## src/rtl/store_write_buffer_if.sv

```systemverilog
// store_write_buffer_if
//   Bundles the processor data port and the memory read/write ports seen by
//   store_write_buffer.
//   slave  : the buffer's view (processor requests and memory responses in,
//            load data, stall, memory write channel and status out).
//   master : the view of whatever drives the processor side and models memory.
//   Signals:
//     cpu_we/cpu_addr/cpu_wdata  store request, byte address, store data
//     cpu_rdata/cpu_stall        load data (combinational), hold-PC indication
//     mem_raddr/mem_rdata        memory read address / combinational read data
//     mem_wvalid/mem_wready      write handshake for the head entry
//     mem_waddr/mem_wdata        head entry address / data
//     flush/flush_done/empty     drain request, one-cycle drain-complete, idle
interface store_write_buffer_if #(
    parameter int AW = 32,
    parameter int DW = 32
);
    logic          cpu_we;
    logic [AW-1:0] cpu_addr;
    logic [DW-1:0] cpu_wdata;
    logic [DW-1:0] cpu_rdata;
    logic          cpu_stall;
    logic [AW-1:0] mem_raddr;
    logic [DW-1:0] mem_rdata;
    logic          mem_wvalid;
    logic          mem_wready;
    logic [AW-1:0] mem_waddr;
    logic [DW-1:0] mem_wdata;
    logic          flush;
    logic          flush_done;
    logic          empty;

    modport slave (
        input  cpu_we, cpu_addr, cpu_wdata, mem_rdata, mem_wready, flush,
        output cpu_rdata, cpu_stall, mem_raddr, mem_wvalid, mem_waddr,
               mem_wdata, flush_done, empty
    );

    modport master (
        output cpu_we, cpu_addr, cpu_wdata, mem_rdata, mem_wready, flush,
        input  cpu_rdata, cpu_stall, mem_raddr, mem_wvalid, mem_waddr,
               mem_wdata, flush_done, empty
    );
endinterface

```

## src/rtl/store_write_buffer.sv

```systemverilog
// store_write_buffer
//   Absorbs processor stores into a DEPTH-entry FIFO and drains them in order
//   over a valid/ready memory write port. Loads return the youngest buffered
//   word with a matching word address, otherwise the memory read data. The
//   processor is stalled only when a store arrives while the buffer is full
//   or while a requested flush is draining.
//   Ports:
//     clk, rst   clock; asynchronous active-high reset
//     bus        store_write_buffer_if.slave (processor + memory ports)
//   Parameters: DEPTH (power of two, >=2), AW address width, DW data width.
//   Optional build macro WBUF_COALESCE_EN: a store to the same word as the
//   youngest entry overwrites that entry in place (only when at least two
//   entries are held, so the head that may be mid-handshake is never touched).
module store_write_buffer #(
    parameter int DEPTH = 4,
    parameter int AW    = 32,
    parameter int DW    = 32
) (
    input  logic              clk,
    input  logic              rst,
    store_write_buffer_if.slave bus
);
    localparam int PW = $clog2(DEPTH);
    localparam int CW = $clog2(DEPTH + 1);

    typedef enum logic [1:0] {IDLE = 2'd0, FLUSH = 2'd1, DONE = 2'd2} state_t;

    state_t        state_q, state_d;
    logic [PW-1:0] wr_ptr_q, wr_ptr_d;
    logic [PW-1:0] rd_ptr_q, rd_ptr_d;
    logic [CW-1:0] count_q, count_d;
    logic [AW-1:0] addr_q [DEPTH];
    logic [AW-1:0] addr_d [DEPTH];
    logic [DW-1:0] data_q [DEPTH];
    logic [DW-1:0] data_d [DEPTH];

    logic          full, is_empty, flushing;
    logic          enq, deq, coal;
    logic [PW-1:0] tail;
    logic          fwd_hit;
    logic [DW-1:0] fwd_data;
    logic [PW-1:0] fwd_idx;

    assign full     = (count_q == CW'(DEPTH));
    assign is_empty = (count_q == '0);
    assign flushing = (state_q == FLUSH);
    assign tail     = wr_ptr_q - PW'(1);

`ifdef WBUF_COALESCE_EN
    assign coal = bus.cpu_we && !flushing && (count_q >= CW'(2)) &&
                  (addr_q[tail][AW-1:2] == bus.cpu_addr[AW-1:2]);
`else
    assign coal = 1'b0;
`endif

    assign enq = bus.cpu_we && !full && !flushing && !coal;
    assign deq = !is_empty && bus.mem_wready;

    // Stall uses the registered count only: a dequeue in the same cycle does
    // not free a slot for the waiting store until the next cycle.
    assign bus.cpu_stall  = bus.cpu_we && (flushing || (full && !coal));
    assign bus.mem_raddr  = bus.cpu_addr;
    assign bus.mem_wvalid = !is_empty;
    assign bus.mem_waddr  = addr_q[rd_ptr_q];
    assign bus.mem_wdata  = data_q[rd_ptr_q];
    assign bus.flush_done = (state_q == DONE);
    assign bus.empty      = is_empty;
    assign bus.cpu_rdata  = fwd_hit ? fwd_data : bus.mem_rdata;

    // Walk entries oldest to youngest so the last match (youngest) wins.
    always_comb begin
        fwd_hit  = 1'b0;
        fwd_data = '0;
        fwd_idx  = rd_ptr_q;
        for (int i = 0; i < DEPTH; i++) begin
            fwd_idx = rd_ptr_q + PW'(i);
            if ((CW'(i) < count_q) &&
                (addr_q[fwd_idx][AW-1:2] == bus.cpu_addr[AW-1:2])) begin
                fwd_hit  = 1'b1;
                fwd_data = data_q[fwd_idx];
            end
        end
    end

    always_comb begin
        addr_d = addr_q;
        data_d = data_q;
        if (enq) begin
            addr_d[wr_ptr_q] = bus.cpu_addr;
            data_d[wr_ptr_q] = bus.cpu_wdata;
        end
        if (coal) begin
            data_d[tail] = bus.cpu_wdata;
        end
    end

    always_comb begin
        wr_ptr_d = wr_ptr_q;
        rd_ptr_d = rd_ptr_q;
        count_d  = count_q;
        state_d  = state_q;
        if (enq) wr_ptr_d = wr_ptr_q + PW'(1);
        if (deq) rd_ptr_d = rd_ptr_q + PW'(1);
        if (enq && !deq)      count_d = count_q + CW'(1);
        else if (!enq && deq) count_d = count_q - CW'(1);
        case (state_q)
            IDLE:    if (bus.flush) state_d = FLUSH;
            FLUSH:   if (is_empty)  state_d = DONE;
            DONE:    state_d = IDLE;
            default: state_d = IDLE;
        endcase
    end

    // Entry contents carry no reset: validity is defined by count/pointers.
    always_ff @(posedge clk) begin
        addr_q <= addr_d;
        data_q <= data_d;
    end

    always_ff @(posedge clk or posedge rst) begin
        if (rst) begin
            state_q  <= IDLE;
            wr_ptr_q <= '0;
            rd_ptr_q <= '0;
            count_q  <= '0;
        end else begin
            state_q  <= state_d;
            wr_ptr_q <= wr_ptr_d;
            rd_ptr_q <= rd_ptr_d;
            count_q  <= count_d;
        end
    end
endmodule

```

## src/flat_wrapper.sv

```systemverilog
// flat-port wrapper written by rule: the top's interface ports become plain ports
module store_write_buffer_flat 
#(
    parameter int DEPTH = 4,
    parameter int AW    = 32,
    parameter int DW    = 32
)
  (clk, rst, bus_cpu_we, bus_cpu_addr, bus_cpu_wdata, bus_mem_rdata, bus_mem_wready, bus_flush, bus_cpu_rdata, bus_cpu_stall, bus_mem_raddr, bus_mem_wvalid, bus_mem_waddr, bus_mem_wdata, bus_flush_done, bus_empty);
  store_write_buffer_if #(.AW(AW), .DW(DW)) bus_i ();
  input  logic clk;
  input  logic rst;
  input wire logic [$bits(bus_i.cpu_we)-1:0] bus_cpu_we;
  input wire logic [$bits(bus_i.cpu_addr)-1:0] bus_cpu_addr;
  input wire logic [$bits(bus_i.cpu_wdata)-1:0] bus_cpu_wdata;
  input wire logic [$bits(bus_i.mem_rdata)-1:0] bus_mem_rdata;
  input wire logic [$bits(bus_i.mem_wready)-1:0] bus_mem_wready;
  input wire logic [$bits(bus_i.flush)-1:0] bus_flush;
  output wire logic [$bits(bus_i.cpu_rdata)-1:0] bus_cpu_rdata;
  output wire logic [$bits(bus_i.cpu_stall)-1:0] bus_cpu_stall;
  output wire logic [$bits(bus_i.mem_raddr)-1:0] bus_mem_raddr;
  output wire logic [$bits(bus_i.mem_wvalid)-1:0] bus_mem_wvalid;
  output wire logic [$bits(bus_i.mem_waddr)-1:0] bus_mem_waddr;
  output wire logic [$bits(bus_i.mem_wdata)-1:0] bus_mem_wdata;
  output wire logic [$bits(bus_i.flush_done)-1:0] bus_flush_done;
  output wire logic [$bits(bus_i.empty)-1:0] bus_empty;
  assign bus_i.cpu_we = bus_cpu_we;
  assign bus_i.cpu_addr = bus_cpu_addr;
  assign bus_i.cpu_wdata = bus_cpu_wdata;
  assign bus_i.mem_rdata = bus_mem_rdata;
  assign bus_i.mem_wready = bus_mem_wready;
  assign bus_i.flush = bus_flush;
  assign bus_cpu_rdata = bus_i.cpu_rdata;
  assign bus_cpu_stall = bus_i.cpu_stall;
  assign bus_mem_raddr = bus_i.mem_raddr;
  assign bus_mem_wvalid = bus_i.mem_wvalid;
  assign bus_mem_waddr = bus_i.mem_waddr;
  assign bus_mem_wdata = bus_i.mem_wdata;
  assign bus_flush_done = bus_i.flush_done;
  assign bus_empty = bus_i.empty;
  store_write_buffer #(.DEPTH(DEPTH), .AW(AW), .DW(DW)) u_core (.clk(clk), .rst(rst), .bus(bus_i));
endmodule
```

## config.mk

```make
export PLATFORM = sky130hd
export DESIGN_NAME = store_write_buffer_flat
export DESIGN_NICKNAME = d
export VERILOG_FILES = /design/src/rtl/store_write_buffer_if.sv /design/src/rtl/store_write_buffer.sv /design/src/flat_wrapper.sv
export SDC_FILE = /design/constraint.sdc
export NUM_CORES = 1
export LEC_CHECK = 0
export ABC_AREA = 1
export CORE_MARGIN = 1.5
export CORE_UTILIZATION = 47
export CTS_CLUSTER_SIZE = 28
export DETAILED_ROUTE_END_ITERATION = 6
export GPL_ROUTABILITY_DRIVEN = 0
export PLACE_DENSITY = 0.72
export SLEW_MARGIN = 25
export SYNTH_ARGS = -nofsm -noshare
export SYNTH_HDL_FRONTEND = slang
export SYNTH_SLANG_ARGS = --single-unit
```

## constraint.sdc

```tcl
create_clock -name clk -period 4.2 [get_ports clk]
set_clock_uncertainty 0.15 [all_clocks]
set_input_delay 0.84 -clock clk [delete_from_list [all_inputs] [get_ports clk]]
set_output_delay 0.84 -clock clk [all_outputs]
set_load 0.02 [all_outputs]
```

==> results of run 1 <==
[cell families (layout without fill, tap and decap cells)]
family	count (synthesis)	count (layout)	share of synthesized area, %
and+or+nand+nor	1655	1655	35.5
buffers and inverters	426	827	10.4
AOI/OAI and AO/OA	335	335	9.02
DFF	265	265	42.3
muxes	24	24	1.29
xor gates and xnor gates	17	17	0.797
adders and majority gates	9	9	0.602
other	0	4	0
[worst paths after layout]
| kind | start | to | depth (start not counted) |
|---|---|---|---|
| hold / removal | u_core.state_q[0] | u_core.state_q[0] | 1 |
| setup reg to reg | u_core.count_q[0] | u_core.data_q[89] | 6 |
| setup / recovery | u_core.rd_ptr_q[0] | bus_cpu_rdata[17] | 23 |
| hold reg to reg | u_core.state_q[0] | u_core.state_q[0] | 1 |
| max in group asynchronous | rst | u_core.rd_ptr_q[0] | 2 |
| min in group asynchronous | rst | u_core.state_q[1] | 2 |
[critical path: cells and delay by family, from the launching register on]
kind | cells | cell delay (ps)
buffers and inverters | 6 | 930
flip-flops | 1 | 540
AND/OR/NAND/NOR | 17 | 1550
[cell usage in the layout, fill, tap and decap left out, types with 10 or more instances in the layout]
| cell type | n |
|---|---|
| a21oi_1 | 54 |
| a21oi_2 | 17 |
| buf_12 | 45 |
| buf_4 | 203 |
| buf_6 | 44 |
| clkbuf_16 | 46 |
| clkdlybuf4s50_1 | 185 |
| edfxtp_1 | 256 |
| inv_1 | 242 |
| mux2i_1 | 23 |
| nand2_1 | 1042 |
| nand2_2 | 134 |
| nand2_4 | 25 |
| nand3_1 | 221 |
| nand3_2 | 52 |
| nor2_1 | 87 |
| nor2_2 | 45 |
| nor2_4 | 18 |
| o21ai_0 | 213 |
| o21ai_1 | 36 |
| or2_2 | 13 |
| xor2_1 | 10 |
[synth_stat cells (13+ instances only)]
master	instances
a21oi_1	71
buf_2	56
buf_4	51
clkbuf_1	48
edfxtp_1	256
inv_1	247
mux2i_1	24
nand2_1	1201
nand3_1	279
nor2_1	146
o21ai_0	243
o21ai_1	17
or2_2	13
xor2_1	16
[timing repair]
action / in CTS / in global routing
hold endpoints to repair: 0 / 0
cloned: 10 / 16
endpoints found under the setup margin: 33 / 58
gates resized for setup: 221 / 444
pin swaps: 3 / 116
setup buffers: 10 / 30
[registers in the layout (all words and copies together), names as in the netlist]
name / flops
u_core.addr_q: 128
u_core.count_q: 3
u_core.wr_ptr_q: 2
u_core.state_q: 2
u_core.rd_ptr_q: 2
u_core.data_q: 128
[final cells by class]
class / instances / area (um^2) / share of cell area, %
flip-flops and latches: 265 / 7920 / 30.1
diodes: 4 / 10.0 / 0.0380
repair buffers: 517 / 5630 / 21.4
clock buffers: 36 / 795 / 3.01
multi-input cells: 2040 / 10200 / 38.5
inverters: 253 / 982 / 3.73
clock inverters: 21 / 210 / 0.798
well taps: 518 / 648 / 2.46
[where the power goes]
group	total, uW	internal, uW	leakage (uW)	switching (uW)
registers	3520	3310	0.00242	208
logic	13500	5340	0.00945	8170
clock network	2690	1590	0.000482	1100
total	19700	10200	0.0124	9480
[through the flow]
step                area (um^2)  setup WS, ps  hold slack, ps  util [%]  power [uW]
detailed placement        22800          -643             339      58.7       14500
global route              26400          -507             377      67.7       20800
finish                    26400          -424             356      67.7       19700
CTS                       24500          -417             350      63.0       18000
global placement          22800          -626             322      58.7       14200
floorplan                 18700          -158             309         -       10000
[per-layer routing]
layer	share of wire (%)	GRT usage (%)	up-vias
li1	-	-	9541
met3	11	6.05	308
met4	5.9	15.8	2
met1	37	38.6	9580
met2	45	51.0	1363
met5	0.017	0	-
==> metrics.yaml, run 1 <==
drt-pass1-iter-count: 7
hold_buffers: 0
root_buffer: "clkbuf_16"
clk_pin_slew_ps: 60
ys_ff_latch: 265
place_hpwl_um: 42600
rsz0062_at_grt: "true"
cp-start-kind: "register"
area_growth_pct: 41.0
drive_gt1_share_pct: 22.8
cp_common_cell: "nand2_1"
powerDensity_nw_per_um2: 749
status: "finished with violations"
ys_seq_area_share_pct: 42.3
nets: 3218
max_clock_freq_ghz: 0.216
synth.area.top_cells: "edfxtp_1, nand2_1, nand3_1"
synth_area_per_cell_um2: 6.84
die_width_um: 202
yosys.area.top_type: "edfxtp_1"
die_area_um2: 41000
slew_violations: 0
crit_path_top_delay_cell: "dfrtp_4"
fin_crit_sh_pct: 110
ir_worst_vdd_mv: 0.633
fill_cells: 3087
setup_viol: 32
r2r_slack_ps: 1700
max-slew-margin-rel_pct: 40.5
end_kind: "output pin"
syn_nets: 2841
path_cells: "buf_8, buf_8, nand2_4, nand2_8, buf_12, nand2_1, nand2_1, nand2_1, nand2_1, nor2_2, nand2_1, nor2_1, nand2_1, nor2_4, buf_12, clkbuf_16, nand2_2, nand2_2, nand2_1, nand2_1, nand2_1, nand2_1, buf_6"
synth_cells: 2731
vias_per_cell: 5.69
cp_slowest_stage_delay_ps: 540
arrival_ps: 3630
grt_pass1_wl_um: 99900
syn_area_um2: 18700
p_leak_uw: 0.0124
synth_cell_types: 32
dr_total_vias: 20794
synth_warnings: 0
grtUsageTotal_pct: 31.0
core-area_um2: 38900
cts_buffer_depth: 3
ioPinCount: 233
numCtsBuffers: 31
placed_cells: 3533
fin_cells: 3654
insertion_delay_ps: 580
wl_um: 69300
clock-sinks: 265
grt_pass1_vias: 19376
path_class: "reg -> out"
antenna_left: 0
initial_core_util_pct: 48.0
h-tree-depth: 1
synth_top_area_share_pct: 41.1
cts_tree: "built"
die_y_um: 202
rows: 72
synth_edf_count: 256
ys.flop_type: "edfxtp_1"
min_path_type: "reg -> reg"
hold_viol: 0
drt_iter0_markers: 2460
maxCapViolCount: 0
fin_tns_setup_ps: -10860
min_period_ps: 4620
async_flop_share_pct: 3.40
required_ps: 3210
fin_ws_ps: -424
crit_fanout: 19
grt_overflow: 0
violations: "DRC, setup timing"
grt_max_degree: 89
portBuffers: 232
wire_per_inst_um: 19.0
antenna_found_initial: 5
tightest_slew_ps: 892
drc_errors: 2
Power figures use the tool's default switching activity.
==> run 2, diff against run 1 <==
--- a/config.mk
+++ b/config.mk
@@ -12,7 +12,7 @@
 export DETAILED_ROUTE_END_ITERATION = 6
 export GPL_ROUTABILITY_DRIVEN = 0
 export PLACE_DENSITY = 0.72
-export SLEW_MARGIN = 25
+export RECOVER_POWER = 100
 export SYNTH_ARGS = -nofsm -noshare
 export SYNTH_HDL_FRONTEND = slang
 export SYNTH_SLANG_ARGS = --single-unit
==> run 2 against run 1 <==
Compared with the run above:
- critical endpoint unchanged
- fmax increased by 0.39%
- flip-flop and latch count unchanged
- setup slack gained 18 ps
- total power down 0.94%
- the run ends with capacitance limit, slew limit, setup timing left
- critical path depth increased by 1
- cell count barely moved
- highest routed layer unchanged
==> metrics.yaml, run 2 (synthesized netlist as in run 1, its figures left out) <==
setup_viol: 44  # was 32
min_period_ps: 4610  # was 4620 ps
critPathBufInv: 8  # was 6
p_leak_uw: 0.0123  # was 0.0124 uW
critPathTopFamily: "simple AND/OR/NAND/NOR gates"  # unchanged
clock-sinks: 265  # unchanged
drt_iter0_markers: 2589  # was 2460
powerDensity_nw_per_um2: 747  # was 749 nW/um^2
initial_core_util_pct: 48.0  # unchanged
crit_path_top_delay_cell: "dfrtp_4"  # unchanged
numCtsBuffers: 31  # unchanged
place_hpwl_um: 42600  # unchanged
antenna_left: 0  # unchanged
drt-pass1-iter-count: 7  # unchanged
end_kind: "output pin"  # unchanged
fin_crit_sh_pct: 110  # about the same
wire_per_inst_um: 18.9  # was 19.0 um
placed_area_um2: 22800  # unchanged
cts_buffer_depth: 3  # unchanged
finalPower_uw: 19500  # was 19700 uW
grt_pass1_vias: 19376  # unchanged
grt_overflow: 0  # unchanged
mostFrequentLayoutCell: "nand2_1"  # unchanged
fin_ws_ps: -406  # was -424 ps
die_width_um: 202  # unchanged
drc_errors: 0  # was 2
required_ps: 3210  # about the same
die_y_um: 202  # unchanged
maxCapViolCount: 4  # was 0
fill_cells: 3135  # was 3087
min_path_type: "reg -> reg"  # unchanged
clk_pin_slew_ps: 60  # about the same
portBuffers: 232  # unchanged
insertion_delay_ps: 580  # about the same
antenna_found_initial: 8  # was 5
vias_per_cell: 5.67  # was 5.69
largestRegisters: "u_core.addr_q x128, u_core.data_q x128, u_core.count_q x3"  # unchanged
rsz0062_at_grt: "true"  # unchanged
cp_common_cell: "nand2_1"  # unchanged
fin_cells: 3656  # was 3654
max_clock_freq_ghz: 0.217  # was 0.216 GHz
grtUsageTotal_pct: 31.0  # unchanged
core-area_um2: 38900  # unchanged
path_cells: "buf_8, buf_8, nand2_8, nand2_8, buf_12, buf_12, nand2_8, nand2_4, nand2_2, inv_2, nor2_2, nand2_1, nor2_1, nand2_1, nor2_4, buf_12, clkbuf_16, nand2_2, nand2_2, nand2_1, nand2_1, nand2_1, nand2_1, buf_6"  # was buf_8, buf_8, nand2_4, nand2_8, buf_12, nand2_1, nand2_1, nand2_1, nand2_1, nor2_2, nand2_1, nor2_1, nand2_1, nor2_4, buf_12, clkbuf_16, nand2_2, nand2_2, nand2_1, nand2_1, nand2_1, nand2_1, buf_6
post-route-util_pct: 67.2  # was 67.7%
dr_total_vias: 20724  # was 20.8k
drive_gt1_share_pct: 22.0  # was 22.8%
cp-start-kind: "register"  # unchanged
h-tree-depth: 1  # unchanged
rows: 72  # unchanged
path_class: "reg -> out"  # unchanged
crit_fanout: 8  # was 19
arrival_ps: 3620  # was 3630 ps
cp_slowest_stage_delay_ps: 540  # about the same
slew_violations: 260  # was 0
fin_tns_setup_ps: -11510  # was -10860 ps
wl_um: 69100  # was 69300 um
ioPinCount: 233  # unchanged
root_buffer: "clkbuf_16"  # unchanged
status: "finished with violations"  # unchanged
max-slew-margin-rel_pct: -61.2  # was 40.5%
hold_buffers: 0  # unchanged
ir_worst_vdd_mv: 0.633  # about the same
die_area_um2: 41000  # unchanged
cts_tree: "built"  # unchanged
placed_cells: 3533  # unchanged
grt_pass1_wl_um: 99900  # unchanged
nets: 3218  # unchanged
tightest_slew_ps: 2420  # was 892 ps
hold_viol: 0  # unchanged
violations: "capacitance limit, slew limit, setup timing"  # was DRC, setup timing
grt_max_degree: 89  # unchanged
most-common-layout-cells: "nand2_1, edfxtp_1, inv_1, nand3_1, o21ai_0"  # unchanged
area_growth_pct: 40.0  # was 41.0%
stdcell_area_um2: 26200  # was 26400 um^2
## run 2: cell count changes in the layout (fill, tap and decap cells not counted), sizes merged
cell           delta
clkdlybuf4s50   -130
buf              -30
clkbuf           +30
diode             +2
dlygate4sd3     +130
## run 2: power by group
part	internal [uW]	switching (uW)	leakage, uW
combinational	5170	8130	0.00937
clock	1590	1100	0.000482
sequential	3340	207	0.00242
total	10100	9440	0.0123
## run 2: timing repair
action,CTS,global route
endpoints found under the setup margin,33,58
setup buffers,10,30
cloned,10,16
resized for setup,221,444
pin swaps,3,116
## run 2: worst paths after layout
kind / from / to / slack, ps / depth (start not counted)
min reg2reg: u_core.state_q[0] / u_core.state_q[0] / 360 / 1
max reg2reg: u_core.count_q[0] / u_core.data_q[89] / 380 / 6
max in group asynchronous: rst / u_core.rd_ptr_q[0] / 3090 / 2
min: u_core.state_q[0] / u_core.state_q[0] / 360 / 1
min in group asynchronous: rst / u_core.state_q[1] / 510 / 2
max: u_core.rd_ptr_q[0] / bus_cpu_rdata[17] / -410 / 24
## run 2: area by class of cell
type / count / area (um^2) / share of cell area (%)
flip-flops and latches: 265 / 7920 / 30.3
repair buffers: 517 / 5440 / 20.8
diodes: 6 / 15.0 / 0.0574
well taps: 518 / 648 / 2.48
inverters: 253 / 982 / 3.75
clock inverters: 21 / 210 / 0.803
multi-input cells: 2040 / 10200 / 38.8
clock buffers: 36 / 795 / 3.04
## run 2: through the flow
stage | setup slack [ps] | hold slack, ps
2_1_floorplan | -158 | 309
3_3_place_gp | -626 | 322
3_5_place_dp | -643 | 339
4_1_cts | -417 | 350
5_1_grt | -503 | 377
6_report | -406 | 356
## run 2: layer usage
metal | up-vias | track usage (%) | wire length, um | share of wire (%)
met2 | 1312 | 51.0 | 31500 | 46
li1 | 9560 | - | - | -
met4 | 4 | 15.8 | 4020 | 5.8
met1 | 9540 | 38.6 | 25700 | 37
met5 | - | 0 | 20 | 0.029
met3 | 308 | 6.05 | 7830 | 11
